## config.mk

```make
export PLATFORM = sky130hd
export DESIGN_NAME = wb_arbiter
export DESIGN_NICKNAME = d
export VERILOG_FILES = /design/src/rtl/wb_arbiter.sv
export SDC_FILE = /design/constraint.sdc
export NUM_CORES = 2
export LEC_CHECK = 0
export ABC_AREA = 1
export BUFFER_PORTS_ARGS = -buffer_cell sky130_fd_sc_hd__buf_2
export CAP_MARGIN = 10
export CORE_AREA = 2 2 260 262
export CTS_CLUSTER_SIZE = 14
export DETAILED_ROUTE_END_ITERATION = 6
export DIE_AREA = 0 0 262 264
export PLACE_DENSITY = 0.83
export SYNTH_ARGS = -nofsm -noshare
export SYNTH_HDL_FRONTEND = slang
export SYNTH_SLANG_ARGS = --single-unit
```

## constraint.sdc

```tcl
create_clock -name clk_i -period 3.38 [get_ports clk_i]
set_input_delay 0.507 -clock clk_i [delete_from_list [all_inputs] [get_ports clk_i]]
set_output_delay 0.507 -clock clk_i [all_outputs]
set_load 0.02 [all_outputs]
```

## src/rtl/wb_arbiter.sv

```systemverilog
// Round-robin writeback arbiter: one holding buffer per functional unit, one
// registered scoreboard writeback per cycle.
module wb_arbiter #(
  parameter int unsigned NR_REQ        = 4,
  parameter int unsigned TRANS_ID_BITS = 3,
  parameter int unsigned DATA_WIDTH    = 64,
  parameter int unsigned EX_WIDTH      = 64
) (
  input  logic                              clk_i,
  input  logic                              rst_i,
  input  logic                              flush_i,
  input  logic [NR_REQ-1:0]                 req_valid_i,
  output logic [NR_REQ-1:0]                 req_ready_o,
  input  logic [NR_REQ*TRANS_ID_BITS-1:0]   req_trans_id_i,
  input  logic [NR_REQ*DATA_WIDTH-1:0]      req_wdata_i,
  input  logic [NR_REQ*EX_WIDTH-1:0]        req_ex_i,
  output logic                              wb_valid_o,
  output logic [TRANS_ID_BITS-1:0]          trans_id_o,
  output logic [DATA_WIDTH-1:0]             wdata_o,
  output logic [EX_WIDTH-1:0]               ex_o,
  output logic                              busy_o
);

  localparam int unsigned PTR_W = (NR_REQ > 1) ? $clog2(NR_REQ) : 1;

  logic [NR_REQ-1:0]                     buf_valid_q, buf_valid_d;
  logic [NR_REQ-1:0][TRANS_ID_BITS-1:0]  buf_tid_q, buf_tid_d;
  logic [NR_REQ-1:0][DATA_WIDTH-1:0]     buf_wdata_q, buf_wdata_d;
  logic [NR_REQ-1:0][EX_WIDTH-1:0]       buf_ex_q, buf_ex_d;
  logic [PTR_W-1:0]                      rr_ptr_q, rr_ptr_d;
  logic                                  wb_valid_q, wb_valid_d;
  logic [TRANS_ID_BITS-1:0]              trans_id_q, trans_id_d;
  logic [DATA_WIDTH-1:0]                 wdata_q, wdata_d;
  logic [EX_WIDTH-1:0]                   ex_q, ex_d;

  logic [NR_REQ-1:0]                     grant_s;
  logic [NR_REQ-1:0]                     hs_s;
  logic [PTR_W-1:0]                      gnt_idx_s;
  logic                                  gnt_found_s;
  logic [PTR_W:0]                        idx_s;
  logic                                  take_s;

  // Round-robin search for the first valid buffer starting at rr_ptr.
  always_comb begin
    grant_s     = '0;
    gnt_idx_s   = '0;
    gnt_found_s = 1'b0;
    idx_s       = '0;
    for (int k = 0; k < NR_REQ; k++) begin
      idx_s = {1'b0, rr_ptr_q} + (PTR_W+1)'(k);
      if (idx_s >= (PTR_W+1)'(NR_REQ)) begin
        idx_s = idx_s - (PTR_W+1)'(NR_REQ);
      end else begin
        idx_s = idx_s;
      end
      if (!gnt_found_s && buf_valid_q[idx_s[PTR_W-1:0]]) begin
        grant_s[idx_s[PTR_W-1:0]] = 1'b1;
        gnt_idx_s                 = idx_s[PTR_W-1:0];
        gnt_found_s               = 1'b1;
      end else begin
        gnt_found_s = gnt_found_s;
      end
    end
  end

  assign req_ready_o = flush_i ? '0 : (~buf_valid_q | grant_s);
  assign hs_s        = req_valid_i & req_ready_o;
  assign take_s      = gnt_found_s && !flush_i;

  // Buffer, pointer and output-register next state.
  always_comb begin
    buf_valid_d = buf_valid_q;
    buf_tid_d   = buf_tid_q;
    buf_wdata_d = buf_wdata_q;
    buf_ex_d    = buf_ex_q;
    for (int i = 0; i < NR_REQ; i++) begin
      if (hs_s[i]) begin
        buf_valid_d[i] = 1'b1;
        buf_tid_d[i]   = req_trans_id_i[i*TRANS_ID_BITS +: TRANS_ID_BITS];
        buf_wdata_d[i] = req_wdata_i[i*DATA_WIDTH +: DATA_WIDTH];
        buf_ex_d[i]    = req_ex_i[i*EX_WIDTH +: EX_WIDTH];
      end else if (grant_s[i]) begin
        buf_valid_d[i] = 1'b0;
      end else begin
        buf_valid_d[i] = buf_valid_q[i];
      end
    end
    if (flush_i) begin
      buf_valid_d = '0;
    end else begin
      buf_valid_d = buf_valid_d;
    end

    // A grant computed during a flush is discarded; pointer and data hold.
    if (take_s) begin
      wb_valid_d = 1'b1;
      trans_id_d = buf_tid_q[gnt_idx_s];
      wdata_d    = buf_wdata_q[gnt_idx_s];
      ex_d       = buf_ex_q[gnt_idx_s];
      if (gnt_idx_s == PTR_W'(NR_REQ-1)) begin
        rr_ptr_d = '0;
      end else begin
        rr_ptr_d = gnt_idx_s + PTR_W'(1);
      end
    end else begin
      wb_valid_d = 1'b0;
      trans_id_d = trans_id_q;
      wdata_d    = wdata_q;
      ex_d       = ex_q;
      rr_ptr_d   = rr_ptr_q;
    end
  end

  // State registers with synchronous reset.
  always_ff @(posedge clk_i) begin
    if (rst_i) begin
      buf_valid_q <= '0;
      buf_tid_q   <= '0;
      buf_wdata_q <= '0;
      buf_ex_q    <= '0;
      rr_ptr_q    <= '0;
      wb_valid_q  <= 1'b0;
      trans_id_q  <= '0;
      wdata_q     <= '0;
      ex_q        <= '0;
    end else begin
      buf_valid_q <= buf_valid_d;
      buf_tid_q   <= buf_tid_d;
      buf_wdata_q <= buf_wdata_d;
      buf_ex_q    <= buf_ex_d;
      rr_ptr_q    <= rr_ptr_d;
      wb_valid_q  <= wb_valid_d;
      trans_id_q  <= trans_id_d;
      wdata_q     <= wdata_d;
      ex_q        <= ex_d;
    end
  end

  assign wb_valid_o = wb_valid_q;
  assign trans_id_o = trans_id_q;
  assign wdata_o    = wdata_q;
  assign ex_o       = ex_q;
  assign busy_o     = (|buf_valid_q) | wb_valid_q;

endmodule

```

# After elaboration in Yosys (flattened, before gate mapping)
# Cells that the tools add are included.
# word_totals
reg_bits,662
inputBits,531
# classes
addsub,8
magnitude_cmp,13
eq_ne,1
mux,49
n_bitwise,7
n_reduce_logical,18
# op_table
cell,count
$bmux 64 s2,2
$mux 64,2
$mux 1,21
$mux 4,5
$mux 2,9
$or 4x4->4,4
$lt 2x3->1 const B,5
$ge 3x3->1 const B,3
$bmux 1 s2,4
$demux 1 s2,4
$ge 2x1->1 const B,4
$logic_and 1x1->1,8
$reduce_bool 2->1,4
$sub 2x1->2 const B,4
$add 2x2->3 const B,2
$bmux 3 s2,1
$and 4x4->4,1
$logic_not 1->1,4
$not 4->4,1
$reduce_or 4->1,1
$add 2x1->3 const B,1
$ge 2x3->1 const B,1
$mux 3,1
$add 2x1->2 const B,1
other kinds (3),3

# Longest topological paths before layout
# logic_depth
depth_word,18
depth_mapped,18
ltp_nobuf,14

# Worst setup path before layout
# Ideal clock, no wire load.
# synth_path
path_type,flip-flop to output port
start,register rr_ptr_q[0]
end,output req_ready_o[2]
arrival_ns,1.985
required_ns,2.873
slack_ns,0.888
stages_incl_launch_ff,11
n_path_buf,2
cell_sequence,dfxtp_1 > buf_6 > inv_4 > buf_6 > ha_1 > inv_1 > nand3_1 > nand2_2 > nor2_4 > nand4_1 > a31oi_1
# synth_between
elab_chain_len,16
elab_cells_between_ends,61
# synth_lines
element,line,rtl
start: declaration,30,"logic [PTR_W-1:0] rr_ptr_q, rr_ptr_d;"
start signal: assignment,131,rr_ptr_q <= rr_ptr_d;
branches (longest 13 deep; another with $add 2x1->3),n/a,
$mux 4 (*),56,if (!gnt_found_s && buf_valid_q[idx_s[PTR_W-1:0]]) begin
$or 4x4->4 (*),66,assign req_ready_o = flush_i ? '0 : (~buf_valid_q | grant_s);
$mux 4 (*),66,
end: declaration,13,"output logic [NR_REQ-1:0] req_ready_o,"
# Every way passes the cells marked *. The select of a mux whose other input is x is not followed.

# Worst setup path after layout
# layout_path
start,register rr_ptr_q[0]
end,output req_ready_o[1]
# The elaborated chain is that of the path after synthesis.

==> key figures <==
Timing
  – Min cycle time layout: 3200 ps
  – Final setup fails: 0
  – Final Hold Fails: 0
  – Setup WS post-layout: 177 ps
  – RSZ-0062 raised after global routing: false
  – Slew margin rel.: 0.419
  – Post-route setup TNS: 0 ps
  – Tcrit/Tclk final: 0.948
  – Final Skew: 31.3 ps
  – Fmax: 0.312 GHz
  – Final Max Slew Viols: 0
  – Worst slew pin tran: 871 ps

Worst hold path
  – Min-Delay Path Class: in -> reg
  – Hold Startpoint: req_ex_i[142]
  – Worst Hold Depth: 3
  – Worst hold endpoint: buf_ex_q[142]

Synth
  – Sequential share of the synthesized area: 0.413
  – Primary FF master, synth: dfxtp_1
  – Post-synth EDFFs: 0
  – Synthesized flop and latch total: 662
  – Async SR Flop Fraction: 0
  – Synth unique cells: 27
  – Post-Syn Area: 32100 um2
  – Yosys top cell by area: dfxtp_1
  – Synth top area share: 0.413
  – Synth warn: 0
  – Mapped Avg Cell Area: 6.05 um2
  – Cells after Synth: 5309
  – Net Count, Synth: 5846
  – Synth top area cells: dfxtp_1, nand2_1, nor2_1

Routing
  – Routed via count: 33400
  – Routed length per placed instance: 15.6 um
  – Antenna Nets Post-Route: 0
  – First-pass DRT Iterations: 7
  – Initial drt markers: 3279
  – Vias/cell: 4.95
  – Total Routed Length: 105000 um
  – DRC: 0

Status
  – Status: finished, final reports clean

CTS
  – Clk Latency, worst-skew pair: 620 ps
  – TritonCTS clock tree: yes
  – CTS buffer count: 73
  – H-tree depth: 3
  – Clock root buffer master: clkbuf_16
  – Post-CTS setup buffer count: 0
  – Maximum buffer depth of the clock tree: 3
  – Clock-pin transition on the worst setup and hold timing paths: 60 ps
  – Clock Sinks: 662

Finish
  – Layout cells sized above 1: 0.154
  – Fillers: 6293
  – Reg area: 13300 um2
  – Combined area of the multi-input logic cells: 14700 um2
  – Commonest non-fill, non-tap cell in the layout: nand2_1
  – Most frequent cells in the layout: nand2_1, nor2_1, inv_1, buf_2, dfxtp_1
  – Fin nets: 6332
  – Utilization after layout: 0.577
  – Area grow syn2layout: 19.6%

Die
  – Die W: 262 um
  – Initial core utilization: 0.482
  – Die footprint: 69200 um2
  – Row count: 95
  – Core area: 66600 um2
  – Die H: 264 um
  – IO Count: 668

Place
  – Port bufs: 667
  – Post-DP HPWL: 69400 um
  – Routability cong.: 0.905
  – Pre-CTS WS: 315 ps

Setup path
  – Critical Path, Cell by Cell: inv_4 -> ha_1 -> inv_1 -> nand3_1 -> nand2_2 -> nor2_4 -> nand4_1 -> a31oi_2 -> buf_2
  – CP delay by family, top: simple AND/OR/NAND/NOR gates
  – Buf+Inv Stages, Crit Path: 3
  – Setup slack, reg-to-reg: 550 ps
  – Max incr delay on CP: 440 ps
  – CP startpoint kind: flop
  – Arr. time, crit path: 2700 ps
  – RR Startpoint: rr_ptr_q[0]
  – Setup CP Type: reg -> out
  – Worst reg2reg path endpoint: wdata_o[13]
  – Worst R2R Path Depth: 15
  – Setup crit end kind: output port
  – Slowest-stage cell, CP: dfxtp_4
  – Worst-path fanout max: 13
  – WP data required: 2870 ps

Power
  – Pleak: 21.8 nW
  – Sequential Power Share: 0.389
  – P_sw: 7.49 mW
  – PnR Total Power: 22.4 mW
  – Clk pwr share: 0.357
  – Logic pwr share: 0.254
  – Switch share: 0.335
  – Int Power: 14.9 mW
  – Power density cells: 583 nW/um2
  – VDD IR max: 0.394 mV

Global routing
  – Initial antenna violation count: 27
  – Largest net degree at the start of global routing: 135
  – Vias in the first global route: 30800
  – Global-route wire length before repair: 161000 um
  – GRT Total Usage: 0.292
  – Total grt overflow: 0

Job
  – Max cap viols: 0
## worst min-delay path: stages
cell	delay (ps)
buf_2	70
nor2_1	30
nor2_1	80
## cell families (layout without fill, tap and decap cells)
kind of cell,after synthesis,count (layout),share of synthesized area
AND/OR/NAND/NOR,3616,3616,0.448
buffers and inverters,1007,1545,0.134
flip-flops,662,662,0.413
AO/OA/AOI/OAI,18,18,0.00351
adder cells (fa/ha/maj),6,6,0.00234
other,0,24,0
## through the flow
| stage | area [um2] | std cells | hold WS (ps) |
|---|---|---|---|
| floorplan | 32100 | 5309 | 489 |
| global placement | 35900 | 6593 | 496 |
| detailed placement | 35900 | 6593 | 498 |
| CTS | 38300 | 6720 | 69.7 |
| global route | 38400 | 6728 | 91.6 |
| finish | 38400 | 6744 | 106 |
## sequential cells by signal, indices dropped and copies added (netlist names)
name and cells:
buf_tid_q 12, ex_o 64, wdata_o 64, rr_ptr_q 2, trans_id_o 3, wb_valid_o 1, buf_ex_q 256, buf_valid_q 4
buf_wdata_q 256
## worst max path at each step
stage	cells past startpoint	slack [ps]	start	to
2_1_floorplan	10	890	rr_ptr_q[0]	req_ready_o[2]
3_3_place_gp	15	370	rr_ptr_q[0]	wdata_o[5]
3_5_place_dp	15	320	rr_ptr_q[0]	wdata_o[5]
4_1_cts	9	3	rr_ptr_q[1]	req_ready_o[1]
5_1_grt	9	30	rr_ptr_q[0]	req_ready_o[0]
6_report	9	180	rr_ptr_q[0]	req_ready_o[1]
## cell type report
| class | instances | share of cell area |
|---|---|---|
| inverters | 672 | 0.0663 |
| clock inverters | 18 | 0.00590 |
| multi-input cells | 3640 | 0.382 |
| well taps | 873 | 0.0284 |
| clock buffers | 109 | 0.0564 |
| repair buffers | 746 | 0.115 |
| flip-flops and latches | 662 | 0.345 |
| diodes | 24 | 0.00156 |
## synth_stat cells, drive strengths merged, types with 2 or more instances
library cell,n
o21ai,2
ha,6
a21oi,11
nand4,6
nor2,1313
inv,672
nand3,547
buf,212
dfxtp,662
nand2,1748
clkbuf,123
a31oi,4
## repair_timing
action / 4_1_cts / 5_1_grt
setup endpoints to repair: 4 / 4
gates resized for setup: 1 / 4
hold buffers: 0 / 0
pin swaps: 0 / 0
## per-layer routing
metal / part of all wire / vias up / global-route usage
li1: - / 16600 / -
met1: 0.39 / 14900 / 0.358
met2: 0.46 / 1560 / 0.481
met3: 0.096 / 307 / 0.0603
met4: 0.050 / 22 / 0.152
met5: 0.0014 / - / 0
## power by group through the flow
stage               Sequential [mW]  Combinational, mW  Clock, mW
floorplan                      8.96               3.67          0
global placement               8.86               5.50          0
detailed placement             8.87               5.58          0
CTS                            8.71               5.63       8.10
global route                   8.76               6.29       8.41
finish                         8.71               5.68       8.00
No activity file was read; power rests on OpenSTA's default activity.
